[src/rtl/ntt_pkg.sv]
// Types and width helper shared by the forward and inverse NTT sequencers.
package ntt_pkg;

  typedef enum logic [1:0] {
    ST_IDLE  = 2'd0,
    ST_WORK  = 2'd1,
    ST_SCALE = 2'd2,
    ST_DONE  = 2'd3
  } ntt_state_e;

  // Loop counters need one bit beyond the address so that m = N is representable.
  function automatic int unsigned cnt_w(input int unsigned n_log);
    return n_log + 1;
  endfunction

endpackage

[src/rtl/ntt_loop_iter.sv]
// Stage/k/j nested butterfly counter; half_m shrinks (inverse) or grows (forward) per stage.
module ntt_loop_iter
  import ntt_pkg::*;
#(
  parameter int unsigned N_LOG      = 12,
  parameter bit          DECREASING = 1'b1,
  localparam int unsigned W         = cnt_w(N_LOG)
) (
  input  logic         clk,
  input  logic         rst_n,
  input  logic         load_i,
  input  logic         adv_i,
  output logic [W-1:0] k_o,
  output logic [W-1:0] j_o,
  output logic [W-1:0] half_m_o,
  output logic [W-1:0] w_stride_o,
  output logic         last_o_c
);

  localparam int unsigned N = 1 << N_LOG;

  logic [W-1:0] stage_q, stage_d;
  logic [W-1:0] k_q, k_d;
  logic [W-1:0] j_q, j_d;
  logic [W-1:0] m_q, m_d;
  logic [W-1:0] half_m_q, half_m_d;
  logic [W-1:0] w_stride_q, w_stride_d;
  logic [W-1:0] k_plus_m;
  logic [W-1:0] half_m_last;

  assign k_plus_m    = k_q + m_q;
  assign half_m_last = half_m_q - W'(1);

  always_ff @(posedge clk or negedge rst_n) begin
    if (!rst_n) begin
      stage_q    <= '0;
      k_q        <= '0;
      j_q        <= '0;
      m_q        <= '0;
      half_m_q   <= '0;
      w_stride_q <= '0;
    end else begin
      stage_q    <= stage_d;
      k_q        <= k_d;
      j_q        <= j_d;
      m_q        <= m_d;
      half_m_q   <= half_m_d;
      w_stride_q <= w_stride_d;
    end
  end

  // j innermost, then k across groups, then stage.
  always_comb begin
    stage_d    = stage_q;
    k_d        = k_q;
    j_d        = j_q;
    m_d        = m_q;
    half_m_d   = half_m_q;
    w_stride_d = w_stride_q;
    if (load_i) begin
      stage_d = W'(1);
      k_d     = '0;
      j_d     = '0;
      if (DECREASING) begin
        m_d        = W'(N);
        half_m_d   = W'(N / 2);
        w_stride_d = W'(1);
      end else begin
        m_d        = W'(2);
        half_m_d   = W'(1);
        w_stride_d = W'(N / 2);
      end
    end else if (adv_i) begin
      if (j_q < half_m_last) begin
        j_d = j_q + W'(1);
      end else begin
        j_d = '0;
        if (k_plus_m < W'(N)) begin
          k_d = k_plus_m;
        end else begin
          k_d = '0;
          if (stage_q < W'(N_LOG)) begin
            stage_d = stage_q + W'(1);
            if (DECREASING) begin
              m_d        = m_q >> 1;
              half_m_d   = half_m_q >> 1;
              w_stride_d = w_stride_q << 1;
            end else begin
              m_d        = m_q << 1;
              half_m_d   = half_m_q << 1;
              w_stride_d = w_stride_q >> 1;
            end
          end
        end
      end
    end
  end

  assign last_o_c = (j_q == half_m_last) && (k_plus_m >= W'(N)) && (stage_q == W'(N_LOG));

  assign k_o        = k_q;
  assign j_o        = j_q;
  assign half_m_o   = half_m_q;
  assign w_stride_o = w_stride_q;

endmodule

[src/rtl/intt_control.sv]
// Inverse-NTT address sequencer: DIF butterfly triples, optional N^-1 scaling pass, valid/ready output.
module intt_control
  import ntt_pkg::*;
#(
  parameter int unsigned N_LOG    = 12,
  parameter int unsigned N        = 4096,
  parameter bit          SCALE_EN = 1'b1
) (
  input  logic             clk,
  input  logic             rst_n,
  input  logic             start,
  input  logic             ready,
  output logic [N_LOG-1:0] addr_u,
  output logic [N_LOG-1:0] addr_v,
  output logic [N_LOG-1:0] addr_w,
  output logic             scale,
  output logic             valid,
  output logic             done
);

  localparam int unsigned W = cnt_w(N_LOG);

  ntt_state_e       state_q, state_d;
  logic [W-1:0]     i_q, i_d;
  logic [N_LOG-1:0] addr_u_q, addr_u_d;
  logic [N_LOG-1:0] addr_v_q, addr_v_d;
  logic [N_LOG-1:0] addr_w_q, addr_w_d;
  logic             scale_q, scale_d;
  logic             valid_q, valid_d;
  logic             done_q, done_d;

  logic             adv;
  logic             iter_load;
  logic             iter_adv;
  logic [W-1:0]     k;
  logic [W-1:0]     j;
  logic [W-1:0]     half_m;
  logic [W-1:0]     w_stride;
  logic             iter_last;

  assign adv = !valid_q || ready;

  ntt_loop_iter #(
    .N_LOG      (N_LOG),
    .DECREASING (1'b1)
  ) u_iter (
    .clk        (clk),
    .rst_n      (rst_n),
    .load_i     (iter_load),
    .adv_i      (iter_adv),
    .k_o        (k),
    .j_o        (j),
    .half_m_o   (half_m),
    .w_stride_o (w_stride),
    .last_o_c   (iter_last)
  );

  always_ff @(posedge clk or negedge rst_n) begin
    if (!rst_n) begin
      state_q  <= ST_IDLE;
      i_q      <= '0;
      addr_u_q <= '0;
      addr_v_q <= '0;
      addr_w_q <= '0;
      scale_q  <= 1'b0;
      valid_q  <= 1'b0;
      done_q   <= 1'b0;
    end else begin
      state_q  <= state_d;
      i_q      <= i_d;
      addr_u_q <= addr_u_d;
      addr_v_q <= addr_v_d;
      addr_w_q <= addr_w_d;
      scale_q  <= scale_d;
      valid_q  <= valid_d;
      done_q   <= done_d;
    end
  end

  // Output registers only reload on adv, so a stalled beat stays put.
  always_comb begin
    state_d   = state_q;
    i_d       = i_q;
    addr_u_d  = addr_u_q;
    addr_v_d  = addr_v_q;
    addr_w_d  = addr_w_q;
    scale_d   = scale_q;
    valid_d   = valid_q;
    done_d    = done_q;
    iter_load = 1'b0;
    iter_adv  = 1'b0;
    case (state_q)
      ST_IDLE: begin
        valid_d = 1'b0;
        done_d  = 1'b0;
        if (start) begin
          iter_load = 1'b1;
          state_d   = ST_WORK;
        end
      end
      ST_WORK: begin
        if (adv) begin
          addr_u_d = N_LOG'(k + j);
          addr_v_d = N_LOG'(k + j + half_m);
          addr_w_d = N_LOG'(j * w_stride);
          scale_d  = 1'b0;
          valid_d  = 1'b1;
          iter_adv = 1'b1;
          if (iter_last) begin
            if (SCALE_EN) begin
              i_d     = '0;
              state_d = ST_SCALE;
            end else begin
              state_d = ST_DONE;
            end
          end
        end
      end
      ST_SCALE: begin
        if (adv) begin
          addr_u_d = N_LOG'(i_q);
          addr_v_d = '0;
          addr_w_d = '0;
          scale_d  = 1'b1;
          valid_d  = 1'b1;
          if (i_q == W'(N - 1)) begin
            state_d = ST_DONE;
          end else begin
            i_d = i_q + W'(1);
          end
        end
      end
      ST_DONE: begin
        // Drain the final beat first; only then may a released start return to IDLE.
        if (valid_q) begin
          if (ready) begin
            valid_d = 1'b0;
            done_d  = 1'b1;
          end
        end else if (!start) begin
          state_d = ST_IDLE;
        end
      end
      default: state_d = ST_IDLE;
    endcase
  end

  assign addr_u = addr_u_q;
  assign addr_v = addr_v_q;
  assign addr_w = addr_w_q;
  assign scale  = scale_q;
  assign valid  = valid_q;
  assign done   = done_q;

endmodule
[config.mk]
export PLATFORM = sky130hd
export DESIGN_NAME = intt_control
export DESIGN_NICKNAME = d
export VERILOG_FILES = /design/src/rtl/ntt_pkg.sv /design/src/rtl/ntt_loop_iter.sv /design/src/rtl/intt_control.sv
export SDC_FILE = /design/constraint.sdc
export NUM_CORES = 1
export LEC_CHECK = 0
export CAP_MARGIN = 20
export CORE_ASPECT_RATIO = 1.1
export CORE_UTILIZATION = 45
export CTS_CLUSTER_SIZE = 12
export DETAILED_ROUTE_END_ITERATION = 10
export MAX_ROUTING_LAYER = met4
export PLACE_DENSITY = 0.64
export SETUP_SLACK_MARGIN = 0.15
export SYNTH_ARGS = -nofsm -noshare
export SYNTH_HDL_FRONTEND = slang
export SYNTH_HIERARCHICAL = 1
export SYNTH_SLANG_ARGS = --single-unit
[constraint.sdc]
create_clock -name clk -period 10.4 [get_ports clk]
set_input_delay 2.08 -clock clk [delete_from_list [all_inputs] [get_ports clk]]
set_output_delay 2.08 -clock clk [all_outputs]
set_load 0.005 [all_outputs]
==> results of run 1 <==
==> cells in the final DEF, fill, tap and decap left out, types with 10 or more instances in the layout <==
cell type,count
sky130_fd_sc_hd__nand4_1,10
sky130_fd_sc_hd__nand3_1,11
sky130_fd_sc_hd__nor3_1,12
sky130_fd_sc_hd__a21oi_1,35
sky130_fd_sc_hd__clkdlybuf4s50_1,41
sky130_fd_sc_hd__fa_1,42
sky130_fd_sc_hd__nor2b_1,21
sky130_fd_sc_hd__nand2_1,138
sky130_fd_sc_hd__o31ai_1,17
sky130_fd_sc_hd__ha_1,85
sky130_fd_sc_hd__dfrtp_1,105
sky130_fd_sc_hd__o21ai_0,37
sky130_fd_sc_hd__and2_1,22
sky130_fd_sc_hd__nand2b_1,12
sky130_fd_sc_hd__a21o_1,15
sky130_fd_sc_hd__nor2_1,56
sky130_fd_sc_hd__a22o_1,11
sky130_fd_sc_hd__xor2_1,28
sky130_fd_sc_hd__mux2i_1,15
sky130_fd_sc_hd__xnor2_1,51
sky130_fd_sc_hd__inv_1,88
==> flip-flops by register name (all words and copies together) (netlist names) <==
signal	flops
u_iter/m_q	12
addr_u	12
state_q	2
addr_w	12
scale	1
u_iter/j_o	13
u_iter/w_stride_o	1
u_iter/k_o	12
valid	1
i_q	13
done	1
u_iter/stage_q	13
addr_v	12
==> metal layers <==
layer | up-vias | share of wire [%] | track usage (%)
met1 | 3211 | 47 | 28.4
met5 | - | 0 | -
li1 | 3281 | - | -
met2 | 113 | 48 | 36.0
met4 | 0 | 2.0 | 7.25
met3 | 30 | 2.7 | 2.79
==> path summary, 6_finish.rpt <==
kind / endpoint / slack [ps] / cells past startpoint
setup / recovery: addr_w[11] / 5450 / 15
hold / removal: addr_v[9] / 470 / 2
setup reg to reg: addr_w[11] / 5450 / 15
hold reg to reg: addr_v[9] / 470 / 2
max in group asynchronous: i_q[3] / 7530 / 2
min in group asynchronous: addr_w[8] / 1760 / 1
==> stage by stage <==
stage	utilization, %	cells	total power [mW]	setup WS (ps)
2_1_floorplan	-	958	1.53	5730
3_3_place_gp	48.7	1208	1.86	5250
3_5_place_dp	48.8	1209	1.88	5400
4_1_cts	50.4	1225	2.27	5390
5_1_grt	50.5	1226	2.46	5150
6_report	50.5	1226	2.25	5450
==> power groups by stage <==
stage	sequential, mW	combinational [mW]	clock, mW
2_1_floorplan	0.593	0.942	0
3_3_place_gp	0.673	1.18	0
3_5_place_dp	0.677	1.20	0
4_1_cts	0.668	1.21	0.386
5_1_grt	0.683	1.38	0.404
6_report	0.667	1.21	0.379
==> worst reg2reg max path: cells and delay by family, from the launching register on <==
kind,cells,cell delay [ps]
adder cells (fa/ha/maj),5,2460
XOR/XNOR,6,1200
flip-flops,1,770
AO/OA/AOI/OAI,1,180
AND/OR/NAND/NOR,1,160
buffers and inverters,2,110
==> area by class of cell <==
cell class,instances,area share (%)
tap,247,3.20
inverter,88,3.42
multi-input combinational,722,58.1
sequential,105,27.2
clock inverter,7,0.931
clock buffer,9,2.33
timing repair buffer,48,4.86
==> flow_metrics.env, run 1 <==
export IMPL_syn_area_sq_mm=0.00883
export IMPL_critical_path_arrival_ps=5230
export IMPL_cts_resized=0
export IMPL_dpl_hpwl_mm=14.8
export IMPL_path_type_of_the_worst_setup_path="flop to flop"
export IMPL_die_width_microns=136
export IMPL_max_clock_path_buffers=2
export IMPL_timing_critical_path_from_type="flop"
export IMPL_worst_skew_pair_late_latency_ps=380
export IMPL_drv_cap=0
export IMPL_share_comb_of_total_power_pct=53.6
export IMPL_initial_antenna_violation_count=0
export IMPL_power_frac_seq_pct=29.6
export IMPL_netSwitchingFraction_pct=45.4
export IMPL_initial_utilization_pct=46.1
export IMPL_floorplan_die_area_sq_mm=0.0202
export IMPL_io_buffers=42
export IMPL_total_number_of_yosys_warnings=6
export IMPL_cp_end_kind="flop"
export IMPL_synth_net_count=1089
export IMPL_final_min_period_over_clock_period_pct=47.6
export IMPL_slew_worst_pin_ps=794
export IMPL_critPathMaxFanout=16
export IMPL_total_net_switching_power_mw=1.02
export IMPL_ant_nets=0
export IMPL_antenna_cells=0
export IMPL_grt_use_total_pct=22.1
export IMPL_via_cell_ratio=5.41
export IMPL_final_max_slew_viol_count=0
export IMPL_grt_first_pass_wirelength_mm=33.5
export IMPL_grt_setup_unrepaired="no"
export IMPL_layout_stage_area_growth_over_the_synthesis_result_pct=9.55
export IMPL_clock_sinks=105
export IMPL_routabilityCongestion=0.881
export IMPL_cts_hold_buf=0
export IMPL_critical_path_n_buffers_inverters=2
export IMPL_floorplan_core_area_sq_mm=0.0192
export IMPL_post_cts_repair_setup_buffers=0
export IMPL_critical_path_max_stage_delay_ps=770
export IMPL_final_layout_size_suffix_gt1_share_pct=4.70
export IMPL_r2r_start="u_iter/m_q[8]"
export IMPL_num_vias=6635
export IMPL_share_clk_of_total_power_pct=16.8
export IMPL_grt_max_degree=65
export IMPL_hold_viol_final=0
export IMPL_synthCells=958
export IMPL_cts_root_buf="sky130_fd_sc_hd__clkbuf_16"
export IMPL_residual_drc=0
export IMPL_powerDensity_mw_per_mm2=233
export IMPL_drt_iter0_drc=353
export IMPL_critPathRequiredTime_ps=10680
export IMPL_drt_pass1_iterations=4
export IMPL_final_design_area_no_fill_sq_mm=0.00967
export IMPL_fmax_mhz=202
export IMPL_worstSetupStartpoint="u_iter/m_q[8]"
export IMPL_finalCriticalPeriod_ps=4950
export IMPL_cts_made_buffers=9
export IMPL_hold_start="addr_v[9]"
export IMPL_worst_path_cell_trace="nand2_1 > fa_1 > fa_1 > inv_1 > fa_1 > fa_1 > inv_1 > fa_1 > xnor2_1 > xnor2_1 > xnor2_1 > xnor3_1 > xnor2_1 > xnor2_1 > o31ai_2"
export IMPL_detail_route_wirelength_mm=20.4
export IMPL_ctsHtreeMaxLevel=3
export IMPL_worst_setup_hold_path_clk_slew_ps=80
export IMPL_totalNegativeSetupSlack_ps=0
export IMPL_cpLargestDelayFamily="adder cells"
export IMPL_fill_cells=1856
export IMPL_placed_cell_area_sq_mm=0.00935
export IMPL_fp_row_count=53
export IMPL_leakage_nw=4.65
export IMPL_tritoncts="yes"
export IMPL_postSynthAreaPerCell_sq_um=9.22
export IMPL_multiInputGateArea_sq_mm=0.00562
export IMPL_setup_violations_final=0
export IMPL_ports_placed_on_the_boundary=43
export IMPL_worstHoldPathType="flop to flop"
export IMPL_first_global_vias=6504
export IMPL_critical_path_slowest_cell="sky130_fd_sc_hd__dfrtp_1"
export IMPL_worst_ir_drop_vdd_uv=128
export IMPL_clock_skew_final_ps=14.4
export IMPL_status="complete, no violations"
export IMPL_route_detailed_wl_per_inst_microns=16.6
export IMPL_p_int_mw=1.23
export IMPL_nets=1105
export IMPL_die_h_microns=149
export IMPL_regArea_sq_mm=0.00263
export IMPL_whs_ps=475
export IMPL_slew_headroom_pct=47.0
export IMPL_globalRoute_totalOverflow=0
Note: power is estimated with default switching activity, not from simulation.
==> run 2, diff against run 1 <==
==> constraint.sdc (replaced) <==
create_clock -name clk -period 5 [get_ports clk]
set_input_delay 1 -clock clk [delete_from_list [all_inputs] [get_ports clk]]
set_output_delay 1 -clock clk [all_outputs]
set_load 0.005 [all_outputs]
==> run 2 against run 1 <==
Net effect:
- clock skew hardly changed
- worst setup slack worse by 5000 ps
- sequential power up 89%
- wire length grew 2.4%
- critical path type unchanged
- critical endpoint unchanged
- largest power group unchanged
- highest routed layer unchanged
==> flow_metrics.env, run 2 (same netlist as run 1, synthesis figures left out) <==
export IMPL_globalRoute_totalOverflow=0
export IMPL_worst_skew_pair_late_latency_ps=370
export IMPL_final_max_slew_viol_count=0
export IMPL_die_width_microns=136
export IMPL_tritoncts="yes"
export IMPL_critical_path_max_stage_delay_ps=540
export IMPL_first_global_vias=6826
export IMPL_fmax_mhz=219
export IMPL_final_layout_size_suffix_gt1_share_pct=8.20
export IMPL_timing_critical_path_from_type="flop"
export IMPL_met3_length_microns=786
export IMPL_worst_path_cell_trace="nand2_1 > fa_1 > fa_1 > inv_1 > fa_1 > fa_1 > inv_1 > fa_1 > xnor2_1 > xnor2_1 > xnor2_1 > xnor3_1 > xnor2_1 > xnor2_1 > o31ai_2"
export IMPL_floorplan_die_area_sq_mm=0.0202
export IMPL_grt_use_total_pct=22.9
export IMPL_worstHoldPathType="flop to flop"
export IMPL_fp_row_count=53
export IMPL_final_cell_mix="sky130_fd_sc_hd__nand2_1, sky130_fd_sc_hd__dfrtp_1, sky130_fd_sc_hd__inv_1, sky130_fd_sc_hd__ha_1, sky130_fd_sc_hd__nor2_1"
export IMPL_final_design_area_no_fill_sq_mm=0.00990
export IMPL_totalNegativeSetupSlack_ps=0
export IMPL_layout_stage_area_growth_over_the_synthesis_result_pct=12.2
export IMPL_cts_hold_buf=0
export IMPL_detail_route_wirelength_mm=20.9
export IMPL_r2r_start="u_iter/j_o[6]"
export IMPL_cts_root_buf="sky130_fd_sc_hd__clkbuf_16"
export IMPL_io_buffers=42
export IMPL_num_vias=6784
export IMPL_critPathRequiredTime_ps=5280
export IMPL_nets=1138
export IMPL_timing_reg2reg_setup_slack_ps=430
export IMPL_wl_met1_mm=9.40
export IMPL_clock_skew_final_ps=14.0
export IMPL_routed_top_layer="met4"
export IMPL_via_cell_ratio=5.39
export IMPL_setup_violations_final=0
export IMPL_ports_placed_on_the_boundary=43
export IMPL_layout_core_utilization_pct=51.7
export IMPL_slew_worst_pin_ps=739
export IMPL_worst_slack_ps=426
export IMPL_final_min_period_over_clock_period_pct=91.5
export IMPL_critPathMaxFanout=6
export IMPL_slew_headroom_pct=50.6
export IMPL_worst_setup_hold_path_clk_slew_ps=80
export IMPL_routabilityCongestion=0.877
export IMPL_leakage_nw=4.80
export IMPL_path_type_of_the_worst_setup_path="flop to flop"
export IMPL_max_clock_path_buffers=2
export IMPL_floorplan_core_area_sq_mm=0.0192
export IMPL_drv_cap=0
export IMPL_placed_cell_area_sq_mm=0.00959
export IMPL_critical_path_arrival_ps=4850
export IMPL_worst_ir_drop_vdd_uv=399
export IMPL_initial_utilization_pct=46.1
export IMPL_drt_pass1_iterations=5
export IMPL_cts_made_buffers=9
export IMPL_clock_sinks=105
export IMPL_route_detailed_wl_per_inst_microns=16.6
export IMPL_dpl_hpwl_mm=16.0
export IMPL_ant_nets=0
export IMPL_die_h_microns=149
export IMPL_hold_start="addr_v[9]"
export IMPL_finalCriticalPeriod_ps=4570
export IMPL_residual_drc=0
export IMPL_status="complete, no violations"
export IMPL_worstSetupStartpoint="u_iter/j_o[6]"
export IMPL_layout_cells_most_common="sky130_fd_sc_hd__nand2_1"
export IMPL_powerDensity_mw_per_mm2=480
export IMPL_ctsHtreeMaxLevel=3
export IMPL_initial_antenna_violation_count=0
export IMPL_grt_max_degree=54
export IMPL_detailroute_wirelength_met2_mm=10.1
export IMPL_grt_first_pass_wirelength_mm=34.7
export IMPL_cp_end_kind="flop"
export IMPL_grt_setup_unrepaired="no"
export IMPL_fill_cells=1783
export IMPL_post_place_ws_ps=309
export IMPL_critical_path_slowest_cell="sky130_fd_sc_hd__fa_1"
export IMPL_drt_iter0_drc=388
export IMPL_hold_viol_final=0
export IMPL_antenna_cells=0
run 2: critical path: cells and delay by family (launching register included):
kind                     cells  cell delay [ps]
flip-flops                   1              470
AND/OR/NAND/NOR              1              110
buffers and inverters        2              100
XOR/XNOR                     6             1210
adder cells (fa/ha/maj)      5             2430
AO/OA/AOI/OAI                1              180
run 2: path summary, 6_finish.rpt:
check / end / depth (start not counted)
worst max register to register: addr_w[11] / 15
max in group asynchronous: u_iter/j_o[4] / 2
min in group asynchronous: addr_w[6] / 2
worst min-delay path: addr_v[9] / 2
worst min register to register: addr_v[9] / 2
worst max-delay path: addr_w[11] / 15
run 2: stage by stage:
| stage | hold slack, ps | power [mW] | instances |
|---|---|---|---|
| final | 478 | 4.75 | 1259 |
| after global placement | 461 | 4.00 | 1242 |
| after CTS | 481 | 4.81 | 1258 |
| after floorplan | 455 | 3.19 | 958 |
| after global routing | 507 | 5.24 | 1259 |
| after detailed placement | 464 | 4.04 | 1242 |
run 2: layer usage:
layer | global-route usage [%] | up-vias
li1 | - | 3339
met1 | 29.0 | 3268
met2 | 37.1 | 135
met3 | 3.40 | 42
met4 | 8.37 | 0
met5 | - | -
run 2: area by class of cell:
type / count / area, sq um / share of cell area, %
Clock inverter: 7 / 76.3 / 0.771
Timing Repair Buffer: 81 / 711 / 7.18
Clock buffer: 9 / 225 / 2.27
Tap cell: 247 / 309 / 3.12
Inverter: 88 / 330 / 3.34
Multi-Input combinational cell: 722 / 5620 / 56.7
Sequential cell: 105 / 2630 / 26.6
run 2: report_power, final:
group          internal [mW]  total, mW  switching (mW)
clock network          0.359      0.741           0.382
registers               1.06       1.26           0.202
logic                   1.18       2.75            1.57
total                   2.60       4.75            2.15
run 2: timing repair:
action,CTS,global route
resized for setup,0,4
setup buffers,0,1
endpoints found under the setup margin,0,1
